===== config.mk =====
export PLATFORM = sky130hd
export DESIGN_NAME = exe_mul_seq_flat
export DESIGN_NICKNAME = d
export VERILOG_FILES = /design/src/rtl/exe_mul_seq_if.sv /design/src/rtl/exe_mul_seq.sv /design/src/flat_wrapper.sv
export SDC_FILE = /design/constraint.sdc
export NUM_CORES = 1
export LEC_CHECK = 0
export CAP_MARGIN = 20
export CELL_PAD_IN_SITES_DETAIL_PLACEMENT = 0
export CELL_PAD_IN_SITES_GLOBAL_PLACEMENT = 1
export CORE_MARGIN = 5
export CORE_UTILIZATION = 43
export CTS_BUF_LIST = sky130_fd_sc_hd__clkbuf_16
export DETAILED_ROUTE_END_ITERATION = 7
export HOLD_SLACK_MARGIN = 0.1
export PLACE_DENSITY_LB_ADDON = 0.25
export SETUP_SLACK_MARGIN = 0.3
export SLEW_MARGIN = 10
export SYNTH_ARGS = -nofsm -noshare
export SYNTH_HDL_FRONTEND = slang
export SYNTH_SLANG_ARGS = --single-unit

===== constraint.sdc =====
create_clock -name clk -period 5.45 [get_ports clk]
set_clock_uncertainty 0.1 [all_clocks]
set_input_delay 0.8175 -clock clk [delete_from_list [all_inputs] [get_ports clk]]
set_output_delay 0.8175 -clock clk [all_outputs]
set_load 0.02 [all_outputs]

===== src/rtl/exe_mul_seq_if.sv =====
// EX-stage multiply sequencer bus: pipeline-side operands and controls in, stall/result out.
// MUL_HI_EN adds the upper product half (mul_result_hi).
interface exe_mul_seq_if #(
    parameter int unsigned XLEN = 32
);
    logic            ex_valid;
    logic [31:0]     ex_ir;
    logic [XLEN-1:0] op_a;
    logic [XLEN-1:0] op_b;
    logic            flush;
    logic            stall;
    logic            mul_done;
    logic [XLEN-1:0] mul_result;
    logic            busy;
`ifdef MUL_HI_EN
    logic [XLEN-1:0] mul_result_hi;
`endif

    modport master (
        output ex_valid,
        output ex_ir,
        output op_a,
        output op_b,
        output flush,
        input  stall,
        input  mul_done,
        input  mul_result,
`ifdef MUL_HI_EN
        input  mul_result_hi,
`endif
        input  busy
    );

    modport slave (
        input  ex_valid,
        input  ex_ir,
        input  op_a,
        input  op_b,
        input  flush,
        output stall,
        output mul_done,
        output mul_result,
`ifdef MUL_HI_EN
        output mul_result_hi,
`endif
        output busy
    );
endinterface


===== src/rtl/exe_mul_seq.sv =====
// Multi-cycle shift-add multiply sequencer for the EXE stage; stalls the pipe while busy.
// Optional MUL_HI_EN: 2*XLEN accumulator, upper product half exported on mul_result_hi.
module exe_mul_seq #(
    parameter int unsigned XLEN           = 32,
    parameter int unsigned BITS_PER_CYCLE = 1
) (
    input logic          clk,
    input logic          rst_n,
    exe_mul_seq_if.slave bus
);
    localparam int unsigned CYCLES = XLEN / BITS_PER_CYCLE;
    localparam int unsigned CNT_W  = (CYCLES > 1) ? $clog2(CYCLES) : 1;
`ifdef MUL_HI_EN
    localparam int unsigned ACC_W  = 2 * XLEN;
`else
    localparam int unsigned ACC_W  = XLEN;
`endif

    typedef enum logic [1:0] {StIdle, StBusy, StDone} state_e;

    state_e             state_q, state_d;
    logic [CNT_W-1:0]   count_q;
    logic [ACC_W-1:0]   acc_q;
    logic [ACC_W-1:0]   mcand_q;
    logic [XLEN-1:0]    mplier_q;
    logic [ACC_W-1:0]   pp;
    logic               is_mul;
    logic               start;
    logic               last_cycle;
    logic               unused_ir;

    assign is_mul     = bus.ex_valid & ~bus.ex_ir[31] & (bus.ex_ir[29:26] == 4'd2);
    assign start      = is_mul & ~bus.flush;
    assign last_cycle = (count_q == CNT_W'(CYCLES - 1));
    assign unused_ir  = ^{bus.ex_ir[30], bus.ex_ir[25:0]};

    // Partial product for the multiplier bits retired this cycle, built from shifted adds.
    always_comb begin
        pp = '0;
        for (int i = 0; i < int'(BITS_PER_CYCLE); i++) begin
            if (mplier_q[i]) begin
                pp = pp + (mcand_q << i);
            end
        end
    end

    always_ff @(posedge clk or negedge rst_n) begin
        if (!rst_n) begin
            state_q <= StIdle;
        end else begin
            state_q <= state_d;
        end
    end

    always_comb begin
        state_d = state_q;
        unique case (state_q)
            StIdle: if (start) state_d = StBusy;
            StBusy: begin
                if (bus.flush) begin
                    state_d = StIdle;
                end else if (last_cycle) begin
                    state_d = StDone;
                end
            end
            StDone:  state_d = StIdle;
            default: state_d = StIdle;
        endcase
    end

    always_ff @(posedge clk or negedge rst_n) begin
        if (!rst_n) begin
            count_q  <= '0;
            acc_q    <= '0;
            mcand_q  <= '0;
            mplier_q <= '0;
        end else if (state_q == StIdle && start) begin
            count_q  <= '0;
            acc_q    <= '0;
            mcand_q  <= ACC_W'(bus.op_a);
            mplier_q <= bus.op_b;
        end else if (state_q == StBusy) begin
            count_q  <= count_q + 1'b1;
            acc_q    <= acc_q + pp;
            mcand_q  <= mcand_q << BITS_PER_CYCLE;
            mplier_q <= mplier_q >> BITS_PER_CYCLE;
        end
    end

    // The idle-cycle stall is combinational, so gate it with reset to drop it asynchronously.
    always_comb begin
        bus.stall      = 1'b0;
        bus.mul_done   = 1'b0;
        bus.busy       = 1'b0;
        bus.mul_result = '0;
`ifdef MUL_HI_EN
        bus.mul_result_hi = '0;
`endif
        unique case (state_q)
            StIdle: bus.stall = start & rst_n;
            StBusy: begin
                bus.stall = 1'b1;
                bus.busy  = 1'b1;
            end
            StDone: begin
                bus.mul_done   = 1'b1;
                bus.busy       = 1'b1;
                bus.mul_result = acc_q[XLEN-1:0];
`ifdef MUL_HI_EN
                bus.mul_result_hi = acc_q[ACC_W-1:XLEN];
`endif
            end
            default: ;
        endcase
    end
endmodule


===== src/flat_wrapper.sv =====
// flat-port wrapper written by rule: the top's interface ports become plain ports
module exe_mul_seq_flat 
#(
    parameter int unsigned XLEN           = 32,
    parameter int unsigned BITS_PER_CYCLE = 1
)
  (clk, rst_n, bus_ex_valid, bus_ex_ir, bus_op_a, bus_op_b, bus_flush, bus_stall, bus_mul_done, bus_mul_result, bus_busy);
  exe_mul_seq_if #(.XLEN(XLEN)) bus_i ();
  input logic clk;
  input logic rst_n;
  input wire logic [$bits(bus_i.ex_valid)-1:0] bus_ex_valid;
  input wire logic [$bits(bus_i.ex_ir)-1:0] bus_ex_ir;
  input wire logic [$bits(bus_i.op_a)-1:0] bus_op_a;
  input wire logic [$bits(bus_i.op_b)-1:0] bus_op_b;
  input wire logic [$bits(bus_i.flush)-1:0] bus_flush;
  output wire logic [$bits(bus_i.stall)-1:0] bus_stall;
  output wire logic [$bits(bus_i.mul_done)-1:0] bus_mul_done;
  output wire logic [$bits(bus_i.mul_result)-1:0] bus_mul_result;
  output wire logic [$bits(bus_i.busy)-1:0] bus_busy;
  assign bus_i.ex_valid = bus_ex_valid;
  assign bus_i.ex_ir = bus_ex_ir;
  assign bus_i.op_a = bus_op_a;
  assign bus_i.op_b = bus_op_b;
  assign bus_i.flush = bus_flush;
  assign bus_stall = bus_i.stall;
  assign bus_mul_done = bus_i.mul_done;
  assign bus_mul_result = bus_i.mul_result;
  assign bus_busy = bus_i.busy;
  exe_mul_seq #(.XLEN(XLEN), .BITS_PER_CYCLE(BITS_PER_CYCLE)) u_core (.clk(clk), .rst_n(rst_n), .bus(bus_i));
endmodule

* Word level (Yosys, flattened, before mapping)
Index checks and enable logic that the tools add are counted.
** Word-level totals
- Bits in registers :: 103
- Bits in latches :: 0
- Bits in writable memories :: 0
- ROM bits :: 0
- Input port bits :: 100
- Output and inout port bits :: 35
- Word-level logic and storage cells :: 41
- Memories kept :: 0
** Operators by class
- Add/subtract/negate cells :: 2
- $mul :: 0
- Div/mod/pow operators :: 0
- $lt $le $gt $ge :: 0
- Equality and inequality tests :: 6
- Shifts and indexed selects :: 0
- Mux-type cells :: 17
- Bitwise logic cells :: 6
- Reductions and logical operators :: 5
** Operators by type and width (count)
- 32-bit two-way mux :: 8
- 32-bit adder :: 1
- 5-bit two-way mux :: 2
- 2-bit two-way mux :: 3
- 5-bit by 1-bit adder with 5-bit output (second input constant) :: 1
- 5-bit == test (second input constant) :: 1
- 1-bit bitwise AND :: 4
- 4-bit by 2-bit == test with 1-bit output (second input constant) :: 1
- 2-bit one-hot mux with 2 select lines :: 1
- 3-bit by 2-bit inequality test with 1-bit output (second input constant) :: 1
- 2-bit by 1-bit == test with 1-bit output (second input constant) :: 1
- 2-bit == test (second input constant) :: 1
- 2-bit logical NOT :: 1
- 1-bit two-way mux :: 2
- 2-bit by 1-bit inequality test with 1-bit output (second input constant) :: 1
- 1-bit NOT :: 2
- 1-bit one-hot mux with 2 select lines :: 1
- 2-bit AND reduction :: 1
- 2-bit nonzero test :: 1
- 2-bit OR reduction :: 1
- 1-bit logical AND :: 1

* Logic depth before layout (Yosys ltp)
Gate-level depths: netlist of run 1.
- Depth in word-level cells :: 6
- Mapped depth :: 12

* Least setup slack after synthesis of run 1
No wires, ideal clock.
- Path type :: input to output
- Start :: input bus_ex_ir[29]
- End :: output bus_stall
- Arrival time :: 2.486 ns
- Data required time :: 4.533 ns
- Setup slack :: 2.047 ns
- Stages :: 7
- Buffers on the path :: 2
- Cell sequence :: or4b_1 > nor4b_2 > and2_1 > buf_2 > clkbuf_1 > nand2_1 > nand2_1
** On the way
- Word-level cells in the longest chain between the ends :: 5
** Ends and longest elaborated chain
- start, declared :: RTL line flat_wrapper.sv:12 : input wire logic [$bits(bus_i.ex_ir)-1:0] bus_ex_ir;
- 4-bit by 2-bit == test with 1-bit output :: RTL line exe_mul_seq.sv:32 : assign is_mul = bus.ex_valid & ~bus.ex_ir[31] & (bus.ex_ir[29:26] == 4'd2);
- 1-bit bitwise AND :: RTL line exe_mul_seq.sv:32
- 1-bit bitwise AND :: RTL line exe_mul_seq.sv:33 : assign start = is_mul & ~bus.flush;
- 1-bit bitwise AND :: RTL line exe_mul_seq.sv:100 : StIdle: bus.stall = start & rst_n;
- 1-bit one-hot mux with 2 select lines :: RTL line exe_mul_seq.sv:99 : unique case (state_q)
- end, declared :: RTL line flat_wrapper.sv:16 : output wire logic [$bits(bus_i.stall)-1:0] bus_stall;
Every way passes these cells.

* Final worst setup path of run 1
Ends and elaborated chain as after synthesis.

==> results of run 1 <==
## report_power, final
| part | internal [mW] | leakage, nW | switching [mW] |
|---|---|---|---|
| clock network | 0.363 | 0.146 | 0.315 |
| logic | 1.45 | 1.84 | 1.81 |
| registers | 1.10 | 1.13 | 0.274 |
## sequential cells by signal, summed over array words and instances (netlist names)
register / cells
u_core.count_q: 5
u_core.mplier_q: 32
u_core.state_q: 2
u_core.mcand_q: 32
u_core.acc_q: 32
## Yosys cell counts, types with 9 or more instances
master | count | area [um2]
sky130_fd_sc_hd__and3_1 | 9 | 56.3
sky130_fd_sc_hd__clkbuf_1 | 36 | 135
sky130_fd_sc_hd__a21o_1 | 14 | 105
sky130_fd_sc_hd__nand2_1 | 91 | 342
sky130_fd_sc_hd__o21ai_0 | 65 | 325
sky130_fd_sc_hd__nor2_1 | 42 | 158
sky130_fd_sc_hd__mux2i_1 | 85 | 851
sky130_fd_sc_hd__xnor2_1 | 18 | 158
sky130_fd_sc_hd__a21oi_1 | 38 | 190
sky130_fd_sc_hd__o21ai_1 | 23 | 115
sky130_fd_sc_hd__nand3_1 | 16 | 80.1
sky130_fd_sc_hd__dfrtp_1 | 103 | 2580
sky130_fd_sc_hd__and2_1 | 69 | 432
sky130_fd_sc_hd__ha_1 | 36 | 450
## final cells by class
type | instances | area share [%]
multi-input combinational | 581 | 47.7
sequential | 103 | 31.6
timing repair buffer | 113 | 13.7
tap | 188 | 2.88
clock buffer | 9 | 2.76
clock inverter | 7 | 0.966
inverter | 8 | 0.368
## worst paths after layout
kind	slack, ns	cells past startpoint	endpoint	startpoint
hold reg to reg	0.42	2	u_core.mplier_q[31]	u_core.mplier_q[31]
min in group asynchronous	0.43	1	u_core.mcand_q[19]	rst_n
max in group asynchronous	3.71	2	u_core.state_q[1]	rst_n
setup / recovery	1.32	7	bus_stall	bus_ex_ir[29]
hold / removal	0.42	2	u_core.mplier_q[31]	u_core.mplier_q[31]
setup reg to reg	1.56	11	u_core.acc_q[30]	u_core.mplier_q[0]
## stage by stage
step                utilization, %  area [um2]
CTS                           53.6        8150
global placement              51.6        7850
detailed placement            51.6        7850
floorplan                        -        6680
global route                  53.7        8160
finish                        53.7        8160
## worst reg2reg max path: cells and delay by family, from the launching register on
| kind | cells | cell delay (ns) |
|---|---|---|
| and+or+nand+nor | 2 | 0.58 |
| muxes | 1 | 0.10 |
| DFF | 1 | 0.76 |
| adders and majority gates | 2 | 0.66 |
| AOI/OAI and AO/OA | 6 | 1.56 |
## layer usage
metal,wire length (um),vias up
met5,0,-
met4,289,0
met3,525,21
met2,7830,98
met1,7870,2584
li1,-,2759
## cells by family (layout without fill, tap and decap cells)
group	Yosys count	in the layout	share of synthesized area, %
AO/OA/AOI/OAI	177	177	15.9
buffers and inverters	56	137	3.30
XOR/XNOR	25	25	3.28
AND/OR/NAND/NOR	256	256	19.0
flip-flops	103	103	38.6
adder cells (fa/ha/maj)	37	37	7.04
multiplexers	86	86	12.9
==> flow_metrics.env, run 1 <==
export IMPL_status="finished, final reports clean"
export IMPL_timing_critical_path_from_type="input port"
export IMPL_grt_max_degree=82
export IMPL_synth_sequential_area_ratio_pct=38.6
export IMPL_worst_pin_slew_ns=0.998
export IMPL_hold_path_class="reg -> reg"
export IMPL_mappedNetlistNets=877
export IMPL_leakagePower_nw=3.12
export IMPL_top_ports=135
export IMPL_max_clock_buf_depth=2
export IMPL_detail_route_wirelength_mm=16.5
export IMPL_first_global_vias=5750
export IMPL_die_width_um=135
export IMPL_cp_data_arrival_time_ns=3.21
export IMPL_synthFlopType="sky130_fd_sc_hd__dfrtp_1"
export IMPL_hold_bufs_at_cts=0
export IMPL_finalHoldWorstSlack_ns=0.420
export IMPL_synth_edff_count=0
export IMPL_post_synth_cell_area_avg_um2=9.03
export IMPL_yosysWarnings=0
export IMPL_cts_repair_timing_setup_buffer_count=0
export IMPL_post_drt_via_cell_ratio=5.41
export IMPL_fillers=1429
export IMPL_max_vdd_ir_drop_mv=0.219
export IMPL_met3_routing_resource_usage_after_global_routing_pct=2.91
export IMPL_congestion_overflow_gr=0
export IMPL_clkLatencyLatePin_ns=0.35
export IMPL_asyncSetResetFlopFracSynth_pct=100
export IMPL_crit_buf_inv=2
export IMPL_multiInputGateArea_um2=3900
export IMPL_finalCriticalPeriod_ns=4.13
export IMPL_chipHeight_um=135
export IMPL_seq_area_um2=2580
export IMPL_place_congestion=0.831
export IMPL_finalHoldViolations=0
export IMPL_timing_final_max_slew_violations=0
export IMPL_remaining_max_slew_budget_at_the_tightest_pin_pct=33.5
export IMPL_numCtsBuffers=9
export IMPL_tritoncts="yes"
export IMPL_wire_per_inst_um=16.4
export IMPL_grt_pass1_wl_mm=28.0
export IMPL_route_detailed_drc=0
export IMPL_yosys_cell_types_count=47
export IMPL_drv_max_cap_violation_count=0
export IMPL_setup_viol_count_final=0
export IMPL_detail_route_iter0_violations=252
export IMPL_io_buffer_count=107
export IMPL_path_clk_slew_ns=0.07
export IMPL_critPathMaxFanout=4
export IMPL_worst_path_largest_cell_delay_ns=0.65
export IMPL_cts_sinks=103
export IMPL_grt_total_usage_pct=18.6
export IMPL_detailed_place_hpwl_mm=11.9
export IMPL_antenna_diode_count=0
export IMPL_initial_antenna_violation_count=0
export IMPL_ant_nets=0
export IMPL_crit_required_ns=4.53
export IMPL_number_of_standard_cells_in_the_final_layout_excluding_fillers=1009
export IMPL_area_delta_synth_final_pct=22.2
export IMPL_worstPathCellList="clkdlybuf4s50_1 -> or4b_1 -> nor4b_2 -> and2_4 -> nand2_1 -> nand2_1 -> clkdlybuf4s50_1"
export IMPL_cts_root_buf="sky130_fd_sc_hd__clkbuf_16"
export IMPL_initial_utilization_pct=43.9
export IMPL_critPathTopFamily="simple AND/OR/NAND/NOR gates"
export IMPL_layout_cells_most_common_list="sky130_fd_sc_hd__clkdlybuf4s50_1, sky130_fd_sc_hd__dfrtp_1, sky130_fd_sc_hd__nand2_1"
export IMPL_p_total_mw=5.31
export IMPL_drive_gt1_share_pct=3.65
export IMPL_netlist_instances=740
export IMPL_ctsHtreeMaxLevel=3
export IMPL_grt_util_met2_pct=30.7
export IMPL_postCtsResizedCells=0
export IMPL_syn_area_um2=6680
export IMPL_met1_usage_pct=24.9
export IMPL_grt_setup_unrepaired="false"
export IMPL_cp_capture_type="output port"
export IMPL_detailedRoute_firstPassIterationCount=4
export IMPL_design_core_area_um2=15200
export IMPL_dpl_cell_count=992
export IMPL_fmaxAchievable_mhz=242
export IMPL_final_nets=953
export IMPL_num_rows=45
export IMPL_post_place_ws_ns=1.19
export IMPL_timing_setup_critical_path_class="in -> out"
export IMPL_postSynthRegisterBits=103
export IMPL_busiest_layer="met2"
export IMPL_cellPowerDensity_nw_per_um2=650
export IMPL_leading_cell_type_in_the_layout_fill_and_taps_excluded="sky130_fd_sc_hd__clkdlybuf4s50_1"
export IMPL_route_vias_total=5462
export IMPL_critPathSlowestCell="sky130_fd_sc_hd__clkdlybuf4s50_1"
export IMPL_die_area_um2=18100
export IMPL_timing_setup_tns_ns=0
export IMPL_layout_worst_path_cycle_share_pct=75.7
export IMPL_layout_setup_ws_ns=1.32
(Power assumes the default switching activity.)
==> run 2: changes to the inputs <==
--- a/config.mk
+++ b/config.mk
@@ -9,7 +9,7 @@
 export CELL_PAD_IN_SITES_DETAIL_PLACEMENT = 0
 export CELL_PAD_IN_SITES_GLOBAL_PLACEMENT = 1
 export CORE_MARGIN = 5
-export CORE_UTILIZATION = 43
+export CORE_UTILIZATION = 39
 export CTS_BUF_LIST = sky130_fd_sc_hd__clkbuf_16
 export DETAILED_ROUTE_END_ITERATION = 7
 export HOLD_SLACK_MARGIN = 0.1
==> constraint.sdc (replaced) <==
create_clock -name clk -period 4.1 [get_ports clk]
set_clock_uncertainty 0.1 [all_clocks]
set_input_delay 0.615 -clock clk [delete_from_list [all_inputs] [get_ports clk]]
set_output_delay 0.615 -clock clk [all_outputs]
set_load 0.02 [all_outputs]
==> run 2 against run 1 <==
  * First-iteration DRC count grew 21%
  * Via count shrank 0.31%
  * Final area grew 0.64%
  * Utilization shrank 4.5 points
  * Clock power grew 27%
  * Non-clock buffer count grew 4
  * Cell count grew 3.6%
  * Sequential power grew 30%
  * Critical path type unchanged
==> flow_metrics.env, run 2 (same netlist as run 1, synthesis figures left out) <==
export IMPL_wire_per_inst_um=16.1
export IMPL_drive_gt1_share_pct=4.12
export IMPL_detail_route_wirelength_mm=16.8
export IMPL_area_delta_synth_final_pct=23.0
export IMPL_antenna_diode_count=0
export IMPL_timing_setup_critical_path_class="in -> out"
export IMPL_detail_route_iter0_violations=306
export IMPL_finalCriticalPeriod_ns=3.66
export IMPL_layout_worst_path_cycle_share_pct=89.3
export IMPL_layout_cells_most_common_list="sky130_fd_sc_hd__clkdlybuf4s50_1, sky130_fd_sc_hd__dfrtp_1, sky130_fd_sc_hd__nand2_1"
export IMPL_cts_root_buf="sky130_fd_sc_hd__clkbuf_16"
export IMPL_path_clk_slew_ns=0.07
export IMPL_worst_path_largest_cell_delay_ns=0.64
export IMPL_worst_pin_slew_ns=0.988
export IMPL_design_core_area_um2=16700
export IMPL_critPathSlowestCell="sky130_fd_sc_hd__clkdlybuf4s50_1"
export IMPL_detailed_place_hpwl_mm=12.4
export IMPL_number_of_standard_cells_in_the_final_layout_excluding_fillers=1045
export IMPL_grt_pass1_wl_mm=28.2
export IMPL_grt_util_met2_pct=28.0
export IMPL_die_width_um=141
export IMPL_worstPathCellList="clkdlybuf4s50_1 -> or4b_1 -> nor4b_4 -> and2_4 -> nand2_1 -> nand2_1 -> clkdlybuf4s50_1"
export IMPL_initial_antenna_violation_count=0
export IMPL_grt_total_usage_pct=17.4
export IMPL_first_global_vias=5660
export IMPL_timing_critical_path_from_type="input port"
export IMPL_r2r_slack_ns=0.68
export IMPL_max_clock_buf_depth=2
export IMPL_status="finished, final reports clean"
export IMPL_route_detailed_drc=0
export IMPL_congestion_overflow_gr=0
export IMPL_cts_repair_timing_setup_buffer_count=0
export IMPL_clkLatencyLatePin_ns=0.36
export IMPL_route_vias_total=5445
export IMPL_fillers=1601
export IMPL_leakagePower_nw=3.14
export IMPL_top_ports=135
export IMPL_die_area_um2=19800
export IMPL_largestRegisters="u_core.acc_q x32, u_core.mcand_q x32, u_core.mplier_q x32"
export IMPL_post_drt_via_cell_ratio=5.21
export IMPL_cellPowerDensity_nw_per_um2=856
export IMPL_initial_utilization_pct=40.0
export IMPL_worstReg2RegEnd="u_core.acc_q[28]"
export IMPL_dpl_cell_count=1029
export IMPL_hold_bufs_at_cts=0
export IMPL_max_vdd_ir_drop_mv=0.336
export IMPL_critPathMaxFanout=4
export IMPL_finalHoldWorstSlack_ns=0.309
export IMPL_timing_rr_start="u_core.mplier_q[0]"
export IMPL_finalHoldViolations=0
export IMPL_met1_usage_pct=23.7
export IMPL_leading_cell_type_in_the_layout_fill_and_taps_excluded="sky130_fd_sc_hd__clkdlybuf4s50_1"
export IMPL_reg2reg_depth=11
export IMPL_ant_nets=0
export IMPL_hold_path_class="in -> async"
export IMPL_chipHeight_um=141
export IMPL_final_nets=957
export IMPL_postCtsResizedCells=0
export IMPL_io_buffer_count=107
export IMPL_busiest_layer="met2"
export IMPL_timing_final_max_slew_violations=0
export IMPL_met3_routing_resource_usage_after_global_routing_pct=2.47
export IMPL_remaining_max_slew_budget_at_the_tightest_pin_pct=34.2
export IMPL_grt_max_degree=106
export IMPL_cts_sinks=103
export IMPL_tritoncts="yes"
export IMPL_numCtsBuffers=9
export IMPL_fmaxAchievable_mhz=273
export IMPL_num_rows=47
export IMPL_crit_required_ns=3.38
export IMPL_ctsHtreeMaxLevel=3
export IMPL_drv_max_cap_violation_count=0
export IMPL_cp_capture_type="output port"
export IMPL_timing_setup_tns_ns=0
export IMPL_grt_setup_unrepaired="false"
export IMPL_setup_viol_count_final=0
export IMPL_detailedRoute_firstPassIterationCount=4
export IMPL_cp_data_arrival_time_ns=2.95
export IMPL_place_congestion=0.852
## run 2: layout make-up
class | count | area, um2 | area share [%]
clock buffers | 9 | 225 | 2.74
inverters | 8 | 30.0 | 0.365
flip-flops and latches | 103 | 2580 | 31.4
repair buffers | 117 | 1140 | 13.9
clock inverters | 7 | 60.1 | 0.731
multi-input cells | 581 | 3910 | 47.5
well taps | 220 | 275 | 3.35
## run 2: per-stage QoR
| stage | power (mW) | cell area (um2) | setup WS (ns) | util, % |
|---|---|---|---|---|
| global route | 7.70 | 8220 | 0.300 | 49.2 |
| finish | 7.03 | 8220 | 0.439 | 49.2 |
| global placement | 6.13 | 7920 | 0.350 | 47.4 |
| detailed placement | 6.20 | 7920 | 0.321 | 47.4 |
| CTS | 7.09 | 8210 | 0.312 | 49.1 |
| floorplan | 5.03 | 6680 | 1.06 | - |
## run 2: worst max-delay path by stage
stage	slack (ns)	depth (start not counted)	endpoint	startpoint
final	0.44	7	bus_stall	bus_ex_ir[27]
after global routing	0.30	7	bus_stall	bus_ex_ir[27]
after CTS	0.31	7	bus_stall	bus_ex_ir[27]
after detailed placement	0.32	7	bus_stall	bus_ex_ir[27]
after global placement	0.35	7	bus_stall	bus_ex_ir[27]
after floorplan	1.06	11	u_core.acc_q[30]	u_core.mplier_q[0]
## run 2: worst max-delay path: cells and delay by family
family	cells	cell delay, ns
simple gates	5	1.19
buf+inv	2	1.13
## run 2: metal layers
metal  routed length (um)  vias to the layer above
met5                    0                        -
met4                  379                        0
met3                  613                       23
met2                 7850                      104
met1                 7980                     2566
li1                     -                     2752
## run 2: report_power, final
part           leakage [nW]  switching [mW]  internal, mW
clock                 0.138           0.434         0.426
combinational          1.86            2.43          1.93
sequential             1.13           0.336          1.47
==> run 3: changes to the inputs <==
--- a/config.mk
+++ b/config.mk
@@ -6,13 +6,14 @@
 export NUM_CORES = 1
 export LEC_CHECK = 0
 export CAP_MARGIN = 20
-export CELL_PAD_IN_SITES_DETAIL_PLACEMENT = 0
-export CELL_PAD_IN_SITES_GLOBAL_PLACEMENT = 1
+export CELL_PAD_IN_SITES_DETAIL_PLACEMENT = 1
+export CELL_PAD_IN_SITES_GLOBAL_PLACEMENT = 2
 export CORE_MARGIN = 5
-export CORE_UTILIZATION = 39
+export CORE_UTILIZATION = 32
 export CTS_BUF_LIST = sky130_fd_sc_hd__clkbuf_16
 export DETAILED_ROUTE_END_ITERATION = 7
 export HOLD_SLACK_MARGIN = 0.1
+export MAX_ROUTING_LAYER = met4
 export PLACE_DENSITY_LB_ADDON = 0.25
 export SETUP_SLACK_MARGIN = 0.3
 export SLEW_MARGIN = 10
==> run 3 against run 2 <==
  * Final area grew 0.94%
  * Utilization shrank 8.5 points
  * Clock-buffer cell count is the same
  * Global-route usage shrank 1.2 points
  * Combinational power grew 0.9%
  * Clock power grew 4.8%
  * Die area grew 20%
  * Wire length grew 8.2%
  * Cell count grew 4.5%
  * Maximum frequency grew 0.43%
  * Sequential power is essentially flat
  * Critical path type unchanged
  * Largest cell class unchanged
  * Largest power group unchanged
  * Highest routed layer unchanged
==> flow_metrics.env, run 3 (same netlist as run 1, synthesis figures left out) <==
export IMPL_hold_path_class="in -> async"
export IMPL_num_rows=52
export IMPL_finalHoldWorstSlack_ns=0.101
export IMPL_ctsHtreeMaxLevel=3
export IMPL_cp_data_arrival_time_ns=2.93
export IMPL_layout_cells_most_common_list="sky130_fd_sc_hd__clkdlybuf4s50_1, sky130_fd_sc_hd__dfrtp_1, sky130_fd_sc_hd__nand2_1"
export IMPL_worst_pin_slew_ns=0.925
export IMPL_timing_critical_path_from_type="input port"
export IMPL_place_congestion=0.816
export IMPL_top_ports=135
export IMPL_detail_route_wirelength_mm=18.2
export IMPL_area_delta_synth_final_pct=24.2
export IMPL_crit_required_ns=3.38
export IMPL_grt_total_usage_pct=16.2
export IMPL_timing_setup_tns_ns=0
export IMPL_finalHoldViolations=0
export IMPL_max_vdd_ir_drop_mv=0.252
export IMPL_clkLatencyLatePin_ns=0.36
export IMPL_setup_viol_count_final=0
export IMPL_hold_bufs_at_cts=0
export IMPL_fmaxAchievable_mhz=274
export IMPL_critPathTopFamily="simple AND/OR/NAND/NOR gates"
export IMPL_ant_nets=0
export IMPL_cellPowerDensity_nw_per_um2=860
export IMPL_initial_antenna_violation_count=0
export IMPL_leakagePower_nw=3.14
export IMPL_worst_path_largest_cell_delay_ns=0.62
export IMPL_grt_pass1_wl_mm=31.3
export IMPL_final_design_area_no_fill_um2=8290
export IMPL_numCtsBuffers=9
export IMPL_route_detailed_drc=0
export IMPL_postCtsResizedCells=0
export IMPL_leading_cell_type_in_the_layout_fill_and_taps_excluded="sky130_fd_sc_hd__clkdlybuf4s50_1"
export IMPL_grt_max_degree=155
export IMPL_critPathMaxFanout=4
export IMPL_chipHeight_um=154
export IMPL_worstPathCellList="clkdlybuf4s50_1 -> or4b_1 -> nor4b_4 -> and2_4 -> nand2_1 -> nand2_1 -> clkdlybuf4s50_1"
export IMPL_final_nets=955
export IMPL_detail_route_iter0_violations=188
export IMPL_timing_final_max_slew_violations=0
export IMPL_path_clk_slew_ns=0.07
export IMPL_wire_per_inst_um=16.7
export IMPL_fillers=2337
export IMPL_post_dp_cell_area_um2=7980
export IMPL_cts_root_buf="sky130_fd_sc_hd__clkbuf_16"
export IMPL_post_drt_via_cell_ratio=5.05
export IMPL_timing_setup_critical_path_class="in -> out"
export IMPL_cts_repair_timing_setup_buffer_count=0
export IMPL_congestion_overflow_gr=0
export IMPL_cp_capture_type="output port"
export IMPL_route_vias_total=5513
export IMPL_drv_max_cap_violation_count=0
export IMPL_layout_worst_path_cycle_share_pct=88.9
export IMPL_tritoncts="yes"
export IMPL_detailed_place_hpwl_mm=13.4
export IMPL_max_clock_buf_depth=2
export IMPL_grt_setup_unrepaired="false"
export IMPL_die_width_um=154
export IMPL_initial_utilization_pct=32.8
export IMPL_status="finished, final reports clean"
export IMPL_cts_sinks=103
export IMPL_remaining_max_slew_budget_at_the_tightest_pin_pct=38.3
export IMPL_design_core_area_um2=20400
export IMPL_finalCoreUtilization_pct=40.7
export IMPL_die_area_um2=23900
export IMPL_io_buffer_count=107
export IMPL_critPathSlowestCell="sky130_fd_sc_hd__clkdlybuf4s50_1"
export IMPL_drive_gt1_share_pct=4.01
export IMPL_detailedRoute_firstPassIterationCount=4
export IMPL_finalCriticalPeriod_ns=3.65
export IMPL_first_global_vias=6146
export IMPL_crit_buf_inv=2
export IMPL_antenna_diode_count=0
export IMPL_largestRegisters="u_core.acc_q x32, u_core.mcand_q x32, u_core.mplier_q x32"
[run 3: cell types whose count changed in the layout (fill, tap and decap cells not counted)]
cell                         change
sky130_fd_sc_hd__buf_4           -3
sky130_fd_sc_hd__buf_12          +1
sky130_fd_sc_hd__bufinv_16       +1
sky130_fd_sc_hd__clkinv_1        -1
sky130_fd_sc_hd__clkinv_4        +1
sky130_fd_sc_hd__clkinvlp_4      -1
sky130_fd_sc_hd__dfrtp_1         -1
sky130_fd_sc_hd__dfrtp_2         +1
sky130_fd_sc_hd__inv_8           -1
[run 3: power by group]
group / internal [mW] / switching, mW / leakage, nW
registers: 1.47 / 0.358 / 1.13
logic: 1.93 / 2.47 / 1.86
clock network: 0.483 / 0.418 / 0.149
[run 3: path summary, 6_finish.rpt]
| path | slack, ns | end | cells past startpoint | start |
|---|---|---|---|---|
| max in group asynchronous | 2.47 | u_core.mplier_q[0] | 2 | rst_n |
| min in group clk | 0.42 | u_core.mplier_q[31] | 2 | u_core.mplier_q[31] |
| min reg2reg | 0.42 | u_core.mplier_q[31] | 2 | u_core.mplier_q[31] |
| min | 0.10 | u_core.mcand_q[17] | 1 | rst_n |
| max | 0.45 | bus_stall | 7 | bus_ex_ir[29] |
| max reg2reg | 0.59 | u_core.acc_q[28] | 11 | u_core.mplier_q[0] |
[run 3: worst register-to-register path, delay by kind of cell, from the launching register on]
kind / cells / cell delay (ns)
multiplexers: 1 / 0.16
AND/OR/NAND/NOR: 3 / 0.48
adder cells (fa/ha/maj): 2 / 0.64
AO/OA/AOI/OAI: 5 / 1.51
flip-flops: 1 / 0.52
[run 3: layout make-up]
class	count	area, um2	share of cell area, %
multi-input cells	581	3910	47.1
flip-flops and latches	103	2580	31.1
repair buffers	115	1140	13.8
well taps	270	338	4.07
clock buffers	9	225	2.72
clock inverters	6	76.3	0.920
inverters	8	30.0	0.362
[run 3: per-layer routing]
layer / vias up / GRT usage, % / wire (um)
met5: - / - / 0
met4: 0 / 3.07 / 158
met3: 12 / 2.91 / 485
met2: 64 / 27.4 / 9120
met1: 2686 / 20.5 / 8440
li1: 2751 / - / -
[run 3: stage by stage]
stage          power, mW  instances  setup WS (ns)
5_1_grt             7.85       1092          0.327
2_1_floorplan       5.03        740           1.06
3_5_place_dp        6.29       1077          0.362
4_1_cts             7.23       1092          0.350
6_report            7.14       1092          0.455
3_3_place_gp        6.17       1077          0.358
